### config.mk
export PLATFORM = sky130hd
export DESIGN_NAME = pal_regarray
export DESIGN_NICKNAME = d
export VERILOG_FILES = /design/src/rtl/pal_regarray.sv
export SDC_FILE = /design/constraint.sdc
export NUM_CORES = 2
export LEC_CHECK = 0
export ABC_AREA = 1
export CAP_MARGIN = 20
export CORE_MARGIN = 5
export CORE_UTILIZATION = 49
export CTS_CLUSTER_DIAMETER = 50
export DETAILED_ROUTE_END_ITERATION = 16
export SLEW_MARGIN = 10
export SYNTH_ARGS = -nofsm -noshare
export SYNTH_HDL_FRONTEND = slang
export SYNTH_SLANG_ARGS = --single-unit
### constraint.sdc
create_clock -name clk -period 6.6 [get_ports clk]
set_clock_uncertainty 0.1 [all_clocks]
set_input_delay 0.99 -clock clk [delete_from_list [all_inputs] [get_ports clk]]
set_output_delay 0.99 -clock clk [all_outputs]
set_load 0.005 [all_outputs]
### src/rtl/pal_regarray.sv
// pal_regarray: parametrised registered PAL/GAL core, AND-OR array with serially loaded fuse map.
// Optional macro PAL_FUSE_READBACK_EN adds prog_dout, which shifts out the old map during a reload.
`default_nettype none

module pal_regarray #(
  parameter int N_IN  = 8,
  parameter int N_OUT = 8,
  parameter int N_PT  = 8
) (
  input  logic             clk,
  input  logic             rst_n,
  input  logic [N_IN-1:0]  i,
  output logic [N_OUT-1:0] o,
  input  logic             prog_en,
  input  logic             prog_valid,
  input  logic             prog_din,
  output logic             prog_busy,
  output logic             prog_done,
  output logic             prog_err
`ifdef PAL_FUSE_READBACK_EN
  ,
  output logic             prog_dout
`endif
);

  localparam int NSIG  = N_IN + N_OUT;
  localparam int L     = 2 * NSIG;
  localparam int S     = N_PT * L + 2;
  localparam int FUSES = N_OUT * S;
  localparam int CW    = $clog2(FUSES);

  typedef enum logic [1:0] {
    ST_IDLE = 2'd0,
    ST_LOAD = 2'd1,
    ST_RUN  = 2'd2
  } state_t;

  state_t           state_q, state_d;
  logic [CW-1:0]    cnt_q, cnt_d;
  logic             err_q, err_d;
  logic             en_q;
  logic [FUSES-1:0] fuse_q;
  logic [N_OUT-1:0] q_q, q_d;

  logic             en_rise;
  logic             accept;
  logic [NSIG-1:0]  sig_w;
  logic [N_OUT-1:0] mode_w, pol_w, sum_w, val_w;
  logic             term;

  assign en_rise = prog_en & ~en_q;

  // One flop per output serves both as the registered Q and as the
  // combinational shadow: each captures val every RUN cycle.
  assign sig_w = {q_q, i};

  for (genvar g = 0; g < N_OUT; g++) begin : g_cfg
    assign mode_w[g] = fuse_q[g*S + N_PT*L];
    assign pol_w[g]  = fuse_q[g*S + N_PT*L + 1];
  end

  always_comb begin
    sum_w = '0;
    term  = 1'b0;
    for (int ob = 0; ob < N_OUT; ob++) begin
      for (int p = 0; p < N_PT; p++) begin
        term = 1'b1;
        for (int k = 0; k < NSIG; k++) begin
          if (fuse_q[ob*S + p*L + 2*k] && !sig_w[k]) term = 1'b0;
          if (fuse_q[ob*S + p*L + 2*k + 1] && sig_w[k]) term = 1'b0;
        end
        sum_w[ob] = sum_w[ob] | term;
      end
    end
  end

  assign val_w = sum_w ^ pol_w;

  always_comb begin
    state_d = state_q;
    cnt_d   = cnt_q;
    err_d   = err_q;
    accept  = 1'b0;
    case (state_q)
      ST_IDLE: begin
        if (en_rise) begin
          state_d = ST_LOAD;
          cnt_d   = '0;
          err_d   = 1'b0;
        end
      end
      ST_LOAD: begin
        if (!prog_en) begin
          state_d = ST_IDLE;
          err_d   = 1'b1;
        end else if (prog_valid) begin
          accept = 1'b1;
          if (cnt_q == CW'(FUSES - 1)) state_d = ST_RUN;
          else                         cnt_d   = cnt_q + 1'b1;
        end
      end
      ST_RUN: begin
        if (en_rise) begin
          state_d = ST_LOAD;
          cnt_d   = '0;
          err_d   = 1'b0;
        end
      end
      default: state_d = ST_IDLE;
    endcase
  end

  assign q_d = (state_q == ST_RUN && state_d == ST_RUN) ? val_w : '0;

  always_ff @(posedge clk or negedge rst_n) begin
    if (!rst_n) begin
      state_q <= ST_IDLE;
      cnt_q   <= '0;
      err_q   <= 1'b0;
      en_q    <= 1'b0;
      q_q     <= '0;
    end else begin
      state_q <= state_d;
      cnt_q   <= cnt_d;
      err_q   <= err_d;
      en_q    <= prog_en;
      q_q     <= q_d;
    end
  end

  always_ff @(posedge clk or negedge rst_n) begin
    if (!rst_n)      fuse_q <= '1;
    else if (accept) fuse_q[cnt_q] <= prog_din;
  end

`ifdef PAL_FUSE_READBACK_EN
  logic dout_q;
  always_ff @(posedge clk or negedge rst_n) begin
    if (!rst_n)                  dout_q <= 1'b0;
    else if (accept)             dout_q <= fuse_q[cnt_q];
    else if (state_q != ST_LOAD) dout_q <= 1'b0;
  end
  assign prog_dout = dout_q;
`endif

  assign o         = (state_q == ST_RUN) ? ((mode_w & q_q) | (~mode_w & val_w)) : '0;
  assign prog_busy = (state_q == ST_LOAD);
  assign prog_done = (state_q == ST_RUN);
  assign prog_err  = err_q;

endmodule

`default_nettype wire

==> After elaboration in Yosys (flattened, before gate mapping) <==
Cells that the tools add are included.
{ "totals": {"rom_bits": 0, "elab_cells": 4221, "latchBits": 0, "in_bits": 13, "regBits": 2088, "ramBits": 0, "out_inout_bits": 11, "memories": 0} }
{ "op_classes": {"n_div": 0, "n_eq_ne": 9, "mul": 0, "muxes": 2069, "order_cmp": 2, "reduce_logical": 2071, "bitwise": 63, "add_sub_neg": 1, "shifts": 0} }
{ "op_table": {"columns": ["cell", "count"], "rows": [
  ["bitwise mux 2064 bit", 1],
  ["2-to-1 mux 1 bit", 2054],
  ["logical AND 1 bit", 2050],
  ["OR 1 bit", 56],
  ["2-to-1 mux 12 bit", 4],
  ["case mux 12 bit (2 select lines)", 1],
  ["bitwise AND 8 bit", 2],
  ["zero test 1 bit", 16],
  ["2-to-1 mux 8 bit", 2],
  ["< comparator 12 x 13 -> 1 bit (second input constant)", 1],
  ["adder 12 x 1 -> 12 bit (second input constant)", 1],
  ["demux 1 bit (select 12 bit)", 1],
  ["equality test 12 bit (second input constant)", 1],
  ["greater-or-equal comparator 12 x 1 -> 1 bit (second input constant)", 1],
  ["2-to-1 mux 2 bit", 4],
  ["inequality test 2 bit (second input constant)", 4],
  ["NOT 8 bit", 1],
  ["OR 8 bit", 1],
  ["bitwise XOR 8 bit", 1],
  ["AND reduction 5 bit", 1],
  ["equality test 2 bit (second input constant)", 2],
  ["case mux 2 bit (2 select lines)", 1],
  ["AND reduction 3 bit", 1],
  ["equality test 2 x 1 -> 1 bit (second input constant)", 1],
  ["other kinds (7)", 7]
]} }

==> Logic depth before layout (Yosys ltp) <==
{ "logic_depth": {"word_depth": 45, "depth_mapped": 17} }

==> Worst setup path before layout <==
Ideal clock, no wire load.
{ "synth_timing": {"path_kind": "input -> output", "startpoint": "input i[4]", "endpoint": "output o[7]", "stages": 15, "required_time_ns": 5.510, "setup_slack_ns": 3.139, "arrival_ns": 2.371, "path_cell_list": "clkbuf_1 -> buf_2 -> buf_1 -> nand2_1 -> nand2_1 -> nor2_1 -> nand2_1 -> nor2_1 -> nand2_1 -> nand2_1 -> nor2_1 -> nand2_1 -> nand2_1 -> nand2_1 -> a21oi_1"} }
{ "synth_via": {"elab_chain_len": 37, "elab_cells_between_ends": 220, "classes_between": "mux (193); bitwise (10); reduce/logical (17)"} }
{ "synth_lines": {"columns": ["element", "line_no", "text"], "rows": [
  ["start: declaration", "12", "input logic [N_IN-1:0] i,"],
  ["zero test 1 bit", "69", "if (fuse_q[ob*S + p*L + 2*k] && !sig_w[k]) term = 1'b0;"],
  ["logical AND 1 bit", "69", null],
  ["2-to-1 mux 1 bit", "69", null],
  ["2-to-1 mux 1 bit", "70", "if (fuse_q[ob*S + p*L + 2*k + 1] && sig_w[k]) term = 1'b0;"],
  ["2-to-1 mux 1 bit", "69", null],
  ["2-to-1 mux 1 bit", "70", null],
  ["2-to-1 mux 1 bit", "69", null],
  ["2-to-1 mux 1 bit", "70", null],
  ["[16 not listed]", null, null],
  ["2-to-1 mux 1 bit", "69", null],
  ["2-to-1 mux 1 bit", "70", null],
  ["OR 1 bit (6 in series)", "72", "sum_w[ob] = sum_w[ob] | term;"],
  ["OR 1 bit (*)", "72", null],
  ["bitwise XOR 8 bit (*)", "77", "assign val_w = sum_w ^ pol_w;"],
  ["bitwise AND 8 bit (*)", "146", "assign o = (state_q == ST_RUN) ? ((mode_w & q_q) | (~mode_w & val_w)) : '0;"],
  ["OR 8 bit (*)", "146", null],
  ["2-to-1 mux 8 bit (*)", "146", null],
  ["end: declaration", "13", "output logic [N_OUT-1:0] o,"]
]} }
Mark *: on every way between the ends. The rest lies on a longest branch, timed or not.

==> Worst setup path after layout <==
{ "layout_timing": {"startpoint": "register q_q[6]", "endpoint": "output o[5]"} }
{ "layout_via": {"elab_chain_len": 17, "elab_cells_between_ends": 60, "classes_between": "mux (33); bitwise (10); reduce/logical (17)"} }
{ "layout_lines": {"columns": ["element", "line_no", "text"], "rows": [
  ["start: declaration", "43", "logic [N_OUT-1:0] q_q, q_d;"],
  ["start signal: assignment", "127", "q_q <= q_d;"],
  ["zero test 1 bit", "69", null],
  ["logical AND 1 bit", "69", null],
  ["2-to-1 mux 1 bit", "69", null],
  ["2-to-1 mux 1 bit", "70", null],
  ["2-to-1 mux 1 bit", "69", null],
  ["2-to-1 mux 1 bit", "70", null],
  ["OR 1 bit (6 in series)", "72", null],
  ["OR 1 bit (*)", "72", null],
  ["bitwise XOR 8 bit (*)", "77", null],
  ["bitwise AND 8 bit (*)", "146", null],
  ["OR 8 bit (*)", "146", null],
  ["2-to-1 mux 8 bit (*)", "146", null]
]} }
Marked as above.

==> results.json <==
{
  "status": "completed",
  "ys_ff_latch": 2088,
  "p_per_area_nw_per_um2": 257,
  "final_cell_mix": "nand2_1, nor2_1, dfstp_2",
  "postCtsSetupBuffers": 0,
  "rsz0062_at_grt": "false",
  "cts-root-buf": "clkbuf_16",
  "first_pass_iters": 8,
  "ios": 24,
  "arrival_ps": 4860,
  "final_layout_size_suffix_gt1_share_pct": 22.7,
  "synth-async-reset-ratio_pct": 100,
  "leakagePower_nw": 45.6,
  "clkPwrFrac_pct": 52.1,
  "port_buffers": 23,
  "antenna_found_initial": 16,
  "synthCells": 13373,
  "maxCapViolCount": 0,
  "hp-class": "input pin to asynchronous set/reset pin",
  "startpoint": "q_q[6]$_DFF_PN0_",
  "cts_buffers": 279,
  "clock_latency_ps": 920,
  "cts_sinks": 2088,
  "synth_top_area_share_pct": 52.6,
  "avgSynthCellArea_um2": 7.71,
  "yosys-top-cells-area": "dfstp_2, nand2_1, nor2_1",
  "wl_per_cell_um": 26.9,
  "yosysSeqAreaShare_pct": 53.2,
  "slew_headroom_pct": 11.0,
  "r2r-end": "fuse_q[1143]$_DFFE_PN1P_",
  "hold_slack_ps": 99.9,
  "finalHoldViolCount": 0,
  "num_vias": 95195,
  "drt-initial-drc-count": 12992,
  "reg2reg_slack_ps": 2570,
  "grt_max_degree": 210,
  "grt-ovfl-total": 0,
  "num-fill-cells": 19478,
  "setup_violations": 0,
  "tightestPinTransition_ps": 1330,
  "path_max_fanout": 33,
  "fin_tns_setup_ps": 0,
  "drc": 0,
  "via_per_inst": 5.98,
  "synthFlopType": "dfstp_2",
  "dpl.cell_count": 15442,
  "critPathCaptureType": "output port",
  "yosys_warnings": 0,
  "chipHeight_um": 469,
  "vdd_ir_drop_max_uv": 296,
  "grt_usage_pct": 38.3,
  "cts_tree": "yes",
  "hpwl_um": 238000,
  "post-route-period-util_pct": 90.1,
  "nets": 12936,
  "dieArea_um2": 220000,
  "crit_required_ps": 5510,
  "htree_num_levels": 5,
  "cts.repair.resized": 0,
  "clock_path_buffers": 4,
  "worst-r2r-cell-count": 10,
  "drv_slew": 0,
  "power_frac_comb_pct": 4.1,
  "fin_crit_ps": 5950,
  "r2r_start": "state_q[0]$_DFF_PN0_",
  "power_switching_share_pct": 23.7,
  "crit_end": "o[5]",
  "synth_area_um2": 103000,
  "synthToLayoutAreaGrowth_pct": 11.6,
  "max_freq_mhz": 168,
  "criticalPathCategory": "flip-flop to output port",
  "initial_utilization_pct": 49.2,
  "final_common_cell": "nand2_1",
  "die_x_um": 469,
  "seqPwrFrac_pct": 43.8,
  "internal_power_w": 0.0226,
  "ys_types": 32,
  "grt_pass1_vias": 88411,
  "grt_pass1_wl_um": 619000,
  "layout.cells.non_filler": 15924,
  "syn_nets": 13387,
  "num_rows": 168,
  "synth-edff-count": 0,
  "gp_congestion": 0.918,
  "postRouteAntennaNets": 0,
  "drt_wl_total_um": 428000,
  "clkTransAtPathRegs_ps": 60,
  "power.switching_w": 0.00699,
  "postCtsHoldBufs": 0,
  "critPathLaunchType": "flip-flop",
  "netlist.top_cell.by_area": "dfstp_2",
  "core-area_um2": 209000
}
-- how the worst min path moves through the flow --
stage	from	endpoint	slack, ps	cells after the start
floorplan	fuse_q[1354]$_DFFE_PN1P_	fuse_q[1354]$_DFFE_PN1P_	350	2
global route	rst_n	q_q[7]$_DFF_PN0_	80	1
finish	rst_n	q_q[7]$_DFF_PN0_	100	1
global placement	fuse_q[2038]$_DFFE_PN1P_	fuse_q[2038]$_DFFE_PN1P_	360	2
detailed placement	fuse_q[771]$_DFFE_PN1P_	fuse_q[771]$_DFFE_PN1P_	360	2
CTS	rst_n	q_q[7]$_DFF_PN0_	50	1
-- per-stage QoR --
stage          worst slack [ps]  util [%]  total power [W]  cell area, µm²
4_1_cts                     795      54.9           0.0296          115000
3_3_place_gp               1090      50.5           0.0143          106000
2_1_floorplan              3140         -           0.0136          103000
3_5_place_dp               1110      50.5           0.0143          106000
6_report                    655      55.0           0.0296          115000
5_1_grt                     631      55.0           0.0302          115000
-- metal layers --
metal,GRT usage (%),vias to the layer above,wire (µm)
li1,-,42477,-
met1,52.4,45992,170000
met3,8.12,1185,47000
met5,0,-,24
met4,19.2,4,25200
met2,57.9,5537,186000
-- final cells by class --
type / instances / area (µm²) / share of cell area (%)
clock buffers: 387 / 8050 / 7.00
multi-input cells: 9727 / 42600 / 37.0
diodes: 9 / 22.5 / 0.0196
inverters: 553 / 2130 / 1.85
well taps: 2805 / 3510 / 3.05
clock inverters: 82 / 1140 / 0.995
repair buffers: 273 / 2800 / 2.43
flip-flops and latches: 2088 / 54900 / 47.7
-- logic make-up after synthesis --
family	share of synthesized area, %
xor+xnor	0.0255
flops	53.2
simple gates	26.1
compound gates	14.6
mux	0.0874
buf+inv	5.98
fa+ha+maj	0.0121
-- synthesized netlist by cell type (12+ instances only) --
master,instances
a21oi_1,1502
dfstp_2,2064
buf_4,23
clkbuf_1,766
nor2_1,2471
o21ai_0,718
dfrtp_1,24
nand2_1,3657
or2_2,34
buf_2,180
nor2_4,16
inv_2,65
buf_1,36
nor3_1,12
inv_1,481
nand3_1,647
a31oi_1,612
-- sequential cells by signal, summed over array words and instances, names as in the netlist --
name,flops
fuse_q,2064
cnt_q,12
q_q,8
state_q,2
en_q,1
prog_err,1
-- worst max-delay path, cell delays in order, from the launching register on --
cell	delay [ps]
dfrtp_4	740
inv_6	700
buf_12	350
nand2_1	80
nand2_1	70
nand3_1	200
nor2_1	430
nand2_1	150
nand2_1	100
nor2_1	60
nand2_1	70
nand2_1	60
nand3_1	70
nand2_1	150
inv_1	100
clkdlybuf4s50_1	500
-- power by group through the flow --
stage,registers [W],logic (W),clock network (W)
finish,0.0129,0.00122,0.0154
floorplan,0.0131,0.000463,0
CTS,0.0129,0.00118,0.0155
global placement,0.0131,0.00118,0
detailed placement,0.0131,0.00118,0
global route,0.0129,0.00127,0.0160
Note: power is estimated with default switching activity, not from simulation.
